$ cat src/rtl/alu_issue_ctrl.sv
// Issue controller for a single MIPS R-type ALU op: decodes a request, drives an
// external ALU for one cycle, and returns a held response with overflow trapping.
module alu_issue_ctrl (
    input  logic        clk,
    input  logic        reset,
    input  logic        req_valid,
    output logic        req_ready,
    input  logic [5:0]  req_funct,
    input  logic [31:0] req_rs_val,
    input  logic [31:0] req_rt_val,
    input  logic [4:0]  req_shamt,
    output logic [31:0] alu_a,
    output logic [31:0] alu_b,
    output logic [2:0]  alu_op,
    input  logic [31:0] alu_result,
    input  logic        alu_zero,
    input  logic        alu_overflow,
    input  logic        alu_gtz,
    output logic        resp_valid,
    input  logic        resp_ready,
    output logic [31:0] resp_result,
    output logic        resp_zero,
    output logic        resp_gtz,
    output logic        resp_ovf_trap,
    output logic        resp_illegal,
    output logic [15:0] ops_done
);

    typedef enum logic [1:0] {IDLE, EXEC, RESP} state_t;

    state_t      state_q;
    logic [31:0] alu_a_q, alu_b_q;
    logic [2:0]  alu_op_q;
    logic        trap_en_q;
    logic        resp_valid_q, resp_zero_q, resp_gtz_q, resp_ovf_trap_q, resp_illegal_q;
    logic [31:0] resp_result_q;
    logic [15:0] ops_done_q;

    logic        legal_d, trap_en_d;
    logic [2:0]  alu_op_d;
    logic [31:0] alu_a_d, alu_b_d;

    // Decode straight from the request so operands are registered at the accept edge.
    always_comb begin
        legal_d   = 1'b1;
        trap_en_d = 1'b0;
        alu_op_d  = 3'b000;
        alu_a_d   = req_rs_val;
        alu_b_d   = req_rt_val;
        case (req_funct)
            6'h20: trap_en_d = 1'b1;
            6'h21: ;
            6'h22: begin alu_op_d = 3'b001; trap_en_d = 1'b1; end
            6'h23: alu_op_d = 3'b001;
            6'h24: alu_op_d = 3'b010;
            6'h25: alu_op_d = 3'b011;
            6'h26: alu_op_d = 3'b100;
            6'h27: alu_op_d = 3'b101;
            6'h00: begin alu_op_d = 3'b110; alu_a_d = req_rt_val; alu_b_d = {27'b0, req_shamt}; end
            6'h02: begin alu_op_d = 3'b111; alu_a_d = req_rt_val; alu_b_d = {27'b0, req_shamt}; end
            6'h04: begin alu_op_d = 3'b110; alu_a_d = req_rt_val; alu_b_d = req_rs_val; end
            6'h06: begin alu_op_d = 3'b111; alu_a_d = req_rt_val; alu_b_d = req_rs_val; end
            default: legal_d = 1'b0;
        endcase
    end

    always_ff @(posedge clk) begin
        if (reset) begin
            state_q         <= IDLE;
            alu_a_q         <= '0;
            alu_b_q         <= '0;
            alu_op_q        <= '0;
            trap_en_q       <= 1'b0;
            resp_valid_q    <= 1'b0;
            resp_result_q   <= '0;
            resp_zero_q     <= 1'b0;
            resp_gtz_q      <= 1'b0;
            resp_ovf_trap_q <= 1'b0;
            resp_illegal_q  <= 1'b0;
            ops_done_q      <= '0;
        end else begin
            case (state_q)
                IDLE: begin
                    if (req_valid) begin
                        if (legal_d) begin
                            alu_a_q   <= alu_a_d;
                            alu_b_q   <= alu_b_d;
                            alu_op_q  <= alu_op_d;
                            trap_en_q <= trap_en_d;
                            state_q   <= EXEC;
                        end else begin
                            // Illegal ops skip EXEC; ALU operands keep their last value.
                            resp_valid_q    <= 1'b1;
                            resp_illegal_q  <= 1'b1;
                            resp_result_q   <= '0;
                            resp_zero_q     <= 1'b0;
                            resp_gtz_q      <= 1'b0;
                            resp_ovf_trap_q <= 1'b0;
                            state_q         <= RESP;
                        end
                    end
                end
                EXEC: begin
                    resp_valid_q    <= 1'b1;
                    resp_illegal_q  <= 1'b0;
                    resp_result_q   <= (alu_overflow && trap_en_q) ? 32'b0 : alu_result;
                    resp_zero_q     <= alu_zero;
                    resp_gtz_q      <= alu_gtz;
                    resp_ovf_trap_q <= alu_overflow && trap_en_q;
                    state_q         <= RESP;
                end
                RESP: begin
                    if (resp_ready) begin
                        resp_valid_q <= 1'b0;
                        ops_done_q   <= ops_done_q + 16'd1;
                        state_q      <= IDLE;
                    end
                end
                default: state_q <= IDLE;
            endcase
        end
    end

    assign req_ready     = (state_q == IDLE);
    assign alu_a         = alu_a_q;
    assign alu_b         = alu_b_q;
    assign alu_op        = alu_op_q;
    assign resp_valid    = resp_valid_q;
    assign resp_result   = resp_result_q;
    assign resp_zero     = resp_zero_q;
    assign resp_gtz      = resp_gtz_q;
    assign resp_ovf_trap = resp_ovf_trap_q;
    assign resp_illegal  = resp_illegal_q;
    assign ops_done      = ops_done_q;

endmodule
$ cat config.mk
export PLATFORM = sky130hd
export DESIGN_NAME = alu_issue_ctrl
export DESIGN_NICKNAME = d
export VERILOG_FILES = /design/src/rtl/alu_issue_ctrl.sv
export SDC_FILE = /design/constraint.sdc
export NUM_CORES = 1
export LEC_CHECK = 0
export BUFFER_PORTS_ARGS = -buffer_cell sky130_fd_sc_hd__buf_2
export CAP_MARGIN = 20
export CORE_MARGIN = 8
export CORE_UTILIZATION = 40
export CTS_BUF_LIST = sky130_fd_sc_hd__clkbuf_8 sky130_fd_sc_hd__clkbuf_16
export CTS_CLUSTER_DIAMETER = 150
export DETAILED_ROUTE_END_ITERATION = 8
export MAX_ROUTING_LAYER = met4
export PLACE_DENSITY = 0.7
export SYNTH_ARGS = -nofsm -noshare
export SYNTH_HDL_FRONTEND = slang
export SYNTH_SLANG_ARGS = --single-unit
$ cat constraint.sdc
create_clock -name clk -period 3.05 [get_ports clk]
set_clock_uncertainty 0.1 [all_clocks]
set_input_delay 0.1525 -clock clk [delete_from_list [all_inputs] [get_ports clk]]
set_output_delay 0.1525 -clock clk [all_outputs]
set_load 0.02 [all_outputs]
# Yosys cells after proc, flatten, opt, wreduce, memory -nomap -nowiden
# Cells that the tools add are included.
# op_classes
mux,23
n_addsub,1
eq_ne,16
reduce_logical,18
# op_table
cell,n
32-bit two-way mux,4
32-bit one-hot mux with 2 select lines,2
6-bit == test (second input constant),8
3-bit one-hot mux with 7 select lines,1
16-bit by 1-bit adder with 16-bit output (second input constant),1
6-bit by 3-bit == test with 1-bit output (second input constant),2
12-bit OR reduction,1
2-bit OR reduction,6
1-bit one-hot mux with 2 select lines,4
1-bit two-way mux,7
6-bit by 2-bit == test with 1-bit output (second input constant),1
6-bit logical NOT,1
2-bit two-way mux,3
2-bit != test (second input constant),3
2-bit one-hot mux with 3 select lines,1
3-bit AND reduction,2
2-bit AND reduction,2
4-bit AND reduction,1
4-bit OR reduction,1
1-bit one-hot mux with 3 select lines,1
3-bit nonzero test,1
2-bit by 1-bit == test with 1-bit output (second input constant),1
2-bit == test (second input constant),1
2-bit logical NOT,1
other kinds (2),2
# word_totals
register_bits,123
in_bits,114
word_cells,70
output_inout_bits,121

# Logic depth before layout (Yosys ltp)
# Gate-level depths: netlist (run 1).
# logic_depth
word_depth,6
mapped_depth,6
mapped_depth_nobuf,5

# Worst setup path after synthesis (run 1)
# OpenSTA, ideal clock, no wires.
# synth_timing
path_type,register to register
from,register ops_done_q[4] (netlist: ops_done[4])
to,register ops_done_q[15] (netlist: ops_done[15])
period_less_slack_ns,1.906
required_time_ns,2.829
n_path_buf,0
setup_slack_ns,1.144
arrival_time_ns,1.686
stages_incl_launch_ff,5
setup_time_ns,0.121
path_cell_list,dfxtp_1 -> nand4_1 -> nor4_1 -> nand4_1 -> mux2_2
# synth_between
elab_chain_cells,1
# synth_rtl
item,line_no,rtl
"start, declared",37,logic [15:0] ops_done_q;
"start signal, assigned",115,ops_done_q <= ops_done_q + 16'd1;
16-bit by 1-bit adder with 16-bit output,115,
# Every way passes these cells.
# A chain may end at the register's enable or synchronous reset.

# Final worst setup path (run 1)
# layout_timing
from,register state_q[0]
to,register alu_a_q[18] (netlist: alu_a[18])
# layout_between
elab_chain_cells,2
# layout_rtl
item,line_no,rtl
"start, declared",31,state_t state_q;
"start signal, assigned",69,state_q <= IDLE;
"start signal, assigned",90,state_q <= EXEC;
"start signal, assigned",99,state_q <= RESP;
2-bit logical NOT,82,case (state_q)
3-bit AND reduction (no line),n/a,
"end signal, assigned",86,alu_a_q <= alu_a_d;
"end, declared",32,"logic [31:0] alu_a_q, alu_b_q;"
# Every way passes these cells.

==> results.txt, run 1 <==
CTS tree = done
Fin worst setup slack = 0.380 ns
Non-Filler Instances = 1,132
Peak supply drop = 0.000374 V
Clock Power Share = 48.7%
Max Clk Rate = 375 MHz
Asr flop ratio synth = 0%
EDFF count, synth = 0
Root buffer cell = clkbuf_16
Post-synthesis sequential area ratio = 48.3%
Core area = 12,500 sq um
CP required = 3.30 ns
Mean Syn Cell Area = 8.39 sq um
Yosys warnings = 0
P_int = 0.00331 W
P per Cell Area = 525 nW/um^2
# placed instances = 967
Synth top area cells = dfxtp_1 48%, a311oi_1 10%, nor2_1 8.5%
Critical path fanouts, max = 103
Reg-to-Reg End = alu_a[18]
Nets@finish = 1,061
Post-route DRC = 0
Max-cap violation count = 0
Clock-pin slew on the worst setup and hold paths = 0.06 ns
Relative slew slack = 49.5%
Fin. Hold Viols = 0
Switching part of the total = 24.0%
First-pass GRT wire length = 28,800 microns
Layout cell share with drive strength beyond 1 = 29.8%
Max incr delay on CP = 0.62 ns
Endpoints failing setup = 0
Clock Path Buffers = 2
Vias in the first global route = 5,791
Sequential share of power = 38.7%
H-tree depth = 4
I/O Pins = 235
Die height = 129 microns
Status = completed
WHS Path Cells = 3
Dpl ws = 0.837 ns
Max Slew Vio Count = 0
Hpwl dp = 11,000 microns
Layout filler cell count = 1,020
Largest net degree at the start of global routing = 104
P_leak = 3.73 nW
Via count = 5,856
Cell Chain, Critical Path = or3_4, nor4b_4, buf_12, nor2_1, a311oi_1, dlygate4sd3_1
Yosys top cell area share = 48.3%
Total wire length = 18,200 microns
P_sw = 0.00105 W
Unique masters post-synth = 41
First DRT Iteration DRCs = 360
Worst-Margin Slew = 0.758 ns
Hold WS = 0.0262 ns
Tcrit/Tclk final = 87.5%
Combinational Power Share = 12.7%
PortBufs = 234
Slowest CP cell = dlygate4sd3_1
CP Data Arrival Time = 2.92 ns
Worst reg2reg path depth = 6
WHS Endpoint = state_q[0]
Crit path time final = 2.67 ns
HP Start = req_funct[3]
Most used DFF post-synth = dfxtp_1
Initial antenna violation count = 1
Clock latency on the worst-skew pair = 0.41 ns
GRT overflow = 0
Hold Crit Class = in2reg
FF-to-FF Start = state_q[0]
Initial core utilization = 40.7%
CP endpoint kind = register
Setup crit start kind = register
Most area-hungry cell type in the Yosys netlist = dfxtp_1
Routed WL per cell = 16.1 microns
Post-Syn Instances = 607
Routed Antenna Nets = 0
Post-Route Setup TNS = 0 ns
TritonRoute pass-1 iters = 7
Aggregate global-route resource usage = 22.3%
FP Rows = 41
Area grow syn2layout = 62.9%
Vias/cell = 5.17
CTS buffer count = 17
Flops & latches, synth = 123
Die area = 16,600 sq um
Cell area after synthesis = 5090 sq um
Setup CP Type = reg2reg
Setup Fix Bufs, Post-CTS = 0
Routability cong. = 0.782
Syn nets = 722
Die Wd = 129 microns
Post-layout util = 66.3%
Sink Count = 123
R2r setup slk = 0.38 ns
RSZ-0062 raised after global routing = no
[what timing repair did]
action	CTS	global route
hold buffers	132	0
endpoints found under the hold margin	104	0
resized for setup	0	0
[placed cells by master (no fill, tap or decap), drive strengths merged, types with 4 or more instances in the layout]
| cell type | synthesis | routed |
|---|---|---|
| a21oi | 12 | 12 |
| a22oi | 34 | 34 |
| a311oi | 61 | 61 |
| buf | 19 | 242 |
| clkbuf | 35 | 22 |
| dfxtp | 123 | 123 |
| dlygate4sd3 | 0 | 132 |
| inv | 3 | 4 |
| mux2 | 4 | 4 |
| mux2i | 5 | 5 |
| nand2 | 109 | 109 |
| nand3 | 31 | 31 |
| nand4 | 6 | 6 |
| nor2 | 115 | 115 |
| nor2b | 5 | 5 |
| nor3 | 5 | 5 |
| nor4 | 5 | 5 |
| o211ai | 5 | 5 |
| xnor2 | 7 | 7 |
[registers in the layout, indices dropped and copies added, names as in the netlist]
signal	count
resp_ovf_trap	1
resp_result	32
resp_illegal	1
trap_en_q	1
ops_done	16
resp_zero	1
state_q	2
resp_gtz	1
resp_valid	1
alu_op	3
alu_a	32
alu_b	32
[power groups by stage]
stage                     combinational, W  sequential [W]  clock (W)
after global routing              0.000600         0.00169    0.00222
after global placement            0.000417         0.00172          0
after detailed placement          0.000418         0.00172          0
final                             0.000553         0.00168    0.00212
after CTS                         0.000545         0.00168    0.00216
after floorplan                   0.000181         0.00177          0
[critical path, delay by kind of cell, from the launching register on]
kind / cells / cell delay, ns
buffers and inverters: 2 / 0.99
DFF: 1 / 0.35
AOI/OAI and AO/OA: 1 / 0.31
and+or+nand+nor: 3 / 0.82
[synthesized netlist by cell type (2+ instances only)]
library cell  number
o21bai_1           2
dfxtp_1          123
nor3_1             5
xnor2_1            7
o211ai_1           5
nor2b_1            5
mux2i_1            5
buf_4              6
a311oi_1          61
a21oi_1           12
inv_1              3
a31o_2             2
xor2_1             2
nand2_1          109
clkbuf_1          35
nand2b_1           2
nand3_1           31
buf_2             12
nand4_1            6
nor2_1           115
a22oi_1           34
mux2_2             2
nor4_1             3
nor4_2             2
mux2_1             2
[layer usage]
layer  up-vias  track usage, %  part of all wire [%]
li1       2838               -                     -
met3        55            5.30                   5.4
met4         0            12.3                   3.8
met1      2738            24.0                    40
met5         -               -                     0
met2       225            37.3                    51
[through the flow]
| stage | instance area [sq um] | total power [W] |
|---|---|---|
| after floorplan | 5090 | 0.00196 |
| after global placement | 6350 | 0.00213 |
| after detailed placement | 6350 | 0.00213 |
| after CTS | 8300 | 0.00438 |
| after global routing | 8300 | 0.00451 |
| final | 8300 | 0.00435 |
[worst max-delay path by stage]
stage / startpoint / depth (start not counted) / slack [ns] / end
4_1_cts: state_q[0] / 6 / 0.50 / alu_a[16]
2_1_floorplan: ops_done[4] / 4 / 1.14 / ops_done[15]
3_3_place_gp: state_q[1] / 4 / 0.89 / ops_done[15]
3_5_place_dp: state_q[1] / 4 / 0.84 / ops_done[15]
5_1_grt: state_q[0] / 6 / 0.23 / alu_a[18]
6_report: state_q[0] / 6 / 0.38 / alu_a[18]
[area by class of cell]
class                           count  area [sq um]  share of cell area, %
Multi-Input combinational cell    427          2400                   28.9
Timing Repair Buffer              374          2580                   31.1
Sequential cell                   123          2460                   29.7
Tap cell                          172           215                   2.59
Inverter                            3          11.3                  0.136
Clock buffer                       22           494                   5.95
Antenna cell                        1          2.50                 0.0301
Clock inverter                     10           136                   1.64
[kinds of logic after synthesis]
kind of cell | share of synthesized area (%)
xor gates and xnor gates | 1.55
and+or+nand+nor | 24.3
DFF | 48.3
AOI/OAI and AO/OA | 18.8
buffers and inverters | 4.94
muxes | 1.87
adders and majority gates | 0.246
No activity file was read; power rests on OpenSTA's default activity.
==> run 2: changes to the inputs <==
REMOVE_ABC_BUFFERS = 1   (was unset)
==> run 2 against run 1 <==
  * Sequential cell count unchanged
  * Register-to-register slack got worse by 0.05 ns
  * Sequential power about the same
  * Routed wire length increased by 0.78%
  * Non-clock buffer count increased by 1
  * Clock power about the same
  * Critical path type unchanged
  * Power increased by 0.14%
  * Fmax decreased by 1.9%
==> results.txt, run 2 (synthesis gave the netlist of run 1 again) <==
# placed instances = 967
Die height = 129 microns
Clock Power Share = 48.6%
P_int = 0.00332 W
Layout cell share with drive strength beyond 1 = 29.6%
GR met3 Demand/Resource = 8.44%
Peak supply drop = 0.000309 V
Vias in the first global route = 6,010
Crit path time final = 2.72 ns
Total wire length = 18,300 microns
P_sw = 0.00104 W
CTS buffer count = 17
Most frequent cells in the layout = 233 x buf_2, 133 x dlygate4sd3_1, 123 x dfxtp_1
R2r setup slk = 0.33 ns
Worst reg2reg path depth = 6
Sink Count = 123
Fin worst setup slack = 0.328 ns
Clock-pin slew on the worst setup and hold paths = 0.06 ns
Setup Fix Bufs, Post-CTS = 0
Initial antenna violation count = 0
Endpoints failing setup = 0
Post-layout util = 66.4%
Max Clk Rate = 367 MHz
Critical path fanouts, max = 129
Routed Antenna Nets = 0
First DRT Iteration DRCs = 332
Routability cong. = 0.774
Switching part of the total = 23.8%
Nets@finish = 1,062
CP required = 3.30 ns
Hpwl dp = 11,000 microns
First-pass GRT wire length = 29,500 microns
Via count = 5,853
Core area = 12,500 sq um
Non-Filler Instances = 1,132
GRT overflow = 0
Clock latency on the worst-skew pair = 0.40 ns
Worst Setup EP = alu_a[14]
Grt peak-use layer = met2
Aggregate global-route resource usage = 22.7%
Fin. Hold Viols = 0
Routed WL per cell = 16.2 microns
Status = completed
Max incr delay on CP = 0.59 ns
Dpl ws = 0.961 ns
Reg-to-Reg End = alu_a[14]
Root buffer cell = clkbuf_16
Die area = 16,600 sq um
GR Util met2 = 36.6%
Tcrit/Tclk final = 89.2%
TritonRoute pass-1 iters = 5
CTS tree = done
PortBufs = 234
I/O Pins = 235
FF-to-FF Start = state_q[0]
Setup CP Type = reg2reg
P per Cell Area = 525 nW/um^2
FP Rows = 41
Relative slew slack = 51.6%
Hold Buf Count CTS = 133
Largest net degree at the start of global routing = 130
Max Slew Vio Count = 0
Area grow syn2layout = 63.0%
Cell Chain, Critical Path = or3_4, nor4b_4, buf_12, nor2_1, a311oi_1, dlygate4sd3_1
Die Wd = 129 microns
Worst-Margin Slew = 0.727 ns
RSZ-0062 raised after global routing = no
P_leak = 3.74 nW
Met1 usage = 25.3%
CP Data Arrival Time = 2.97 ns
Sequential share of power = 38.6%
Initial core utilization = 40.7%
Most common cell after layout, fill and taps aside = buf_2
CP endpoint kind = register
Number of diodes = 0
Slowest CP cell = dlygate4sd3_1
Hold Crit Class = in2reg
Vias/cell = 5.17
Critical Path Start = state_q[0]
Post-CTS Resized = 0
Post-route DRC = 0
Combinational Power Share = 12.8%
H-tree depth = 4
Setup crit start kind = register
Clock Path Buffers = 2
HP Start = req_funct[3]
Max-cap violation count = 0
[run 2: cell count changes in the layout (fill, tap and decap cells not counted)]
cell,delta
clkbuf_8,-3
clkinv_4,+2
inv_1,+2
bufinv_16,+1
clkinvlp_4,-1
diode_2,-1
dlygate4sd3_1,+1
inv_6,-1
[run 2: per-stage QoR]
stage          area [sq um]  hold slack (ns)  total power (W)  TNS, ns
2_1_floorplan          4850            0.122          0.00192   -87.68
3_3_place_gp           6350            0.287          0.00213        0
3_5_place_dp           6350            0.297          0.00214        0
4_1_cts                8310          0.00589          0.00438        0
5_1_grt                8310           0.0439          0.00453        0
6_report               8310           0.0257          0.00436        0
[run 2: power by group through the flow]
stage	combinational, W	clock [W]	sequential (W)
detailed placement	0.000419	0	0.00172
global route	0.000607	0.00223	0.00169
floorplan	0.000146	0	0.00178
global placement	0.000416	0	0.00172
finish	0.000557	0.00212	0.00169
CTS	0.000546	0.00215	0.00168
[run 2: final cells by class]
cell class	instances	area, sq um
Tap cell	172	215
Timing Repair Buffer	375	2590
Clock buffer	19	453
Multi-Input combinational cell	427	2400
Sequential cell	123	2460
Clock inverter	13	175
Fill cell	968	4210
Inverter	3	11.3
[run 2: how the worst min path moves through the flow]
stage               depth (start not counted)               to
global route                                3       state_q[0]
floorplan                                   1         alu_b[0]
detailed placement                          3  resp_result[24]
CTS                                         3       state_q[0]
global placement                            3  resp_result[18]
finish                                      3       state_q[0]
[run 2: worst max-delay path, delay by kind of cell (launching register included)]
| family | cells | cell delay [ns] |
|---|---|---|
| flops | 1 | 0.35 |
| buf+inv | 2 | 1.04 |
| simple gates | 3 | 0.82 |
| compound gates | 1 | 0.29 |
[run 2: per-layer routing]
layer | wire (microns) | vias to the layer above
li1 | - | 2845
met1 | 7530 | 2693
met2 | 8500 | 282
met3 | 1970 | 33
met4 | 333 | 0
met5 | 0 | -
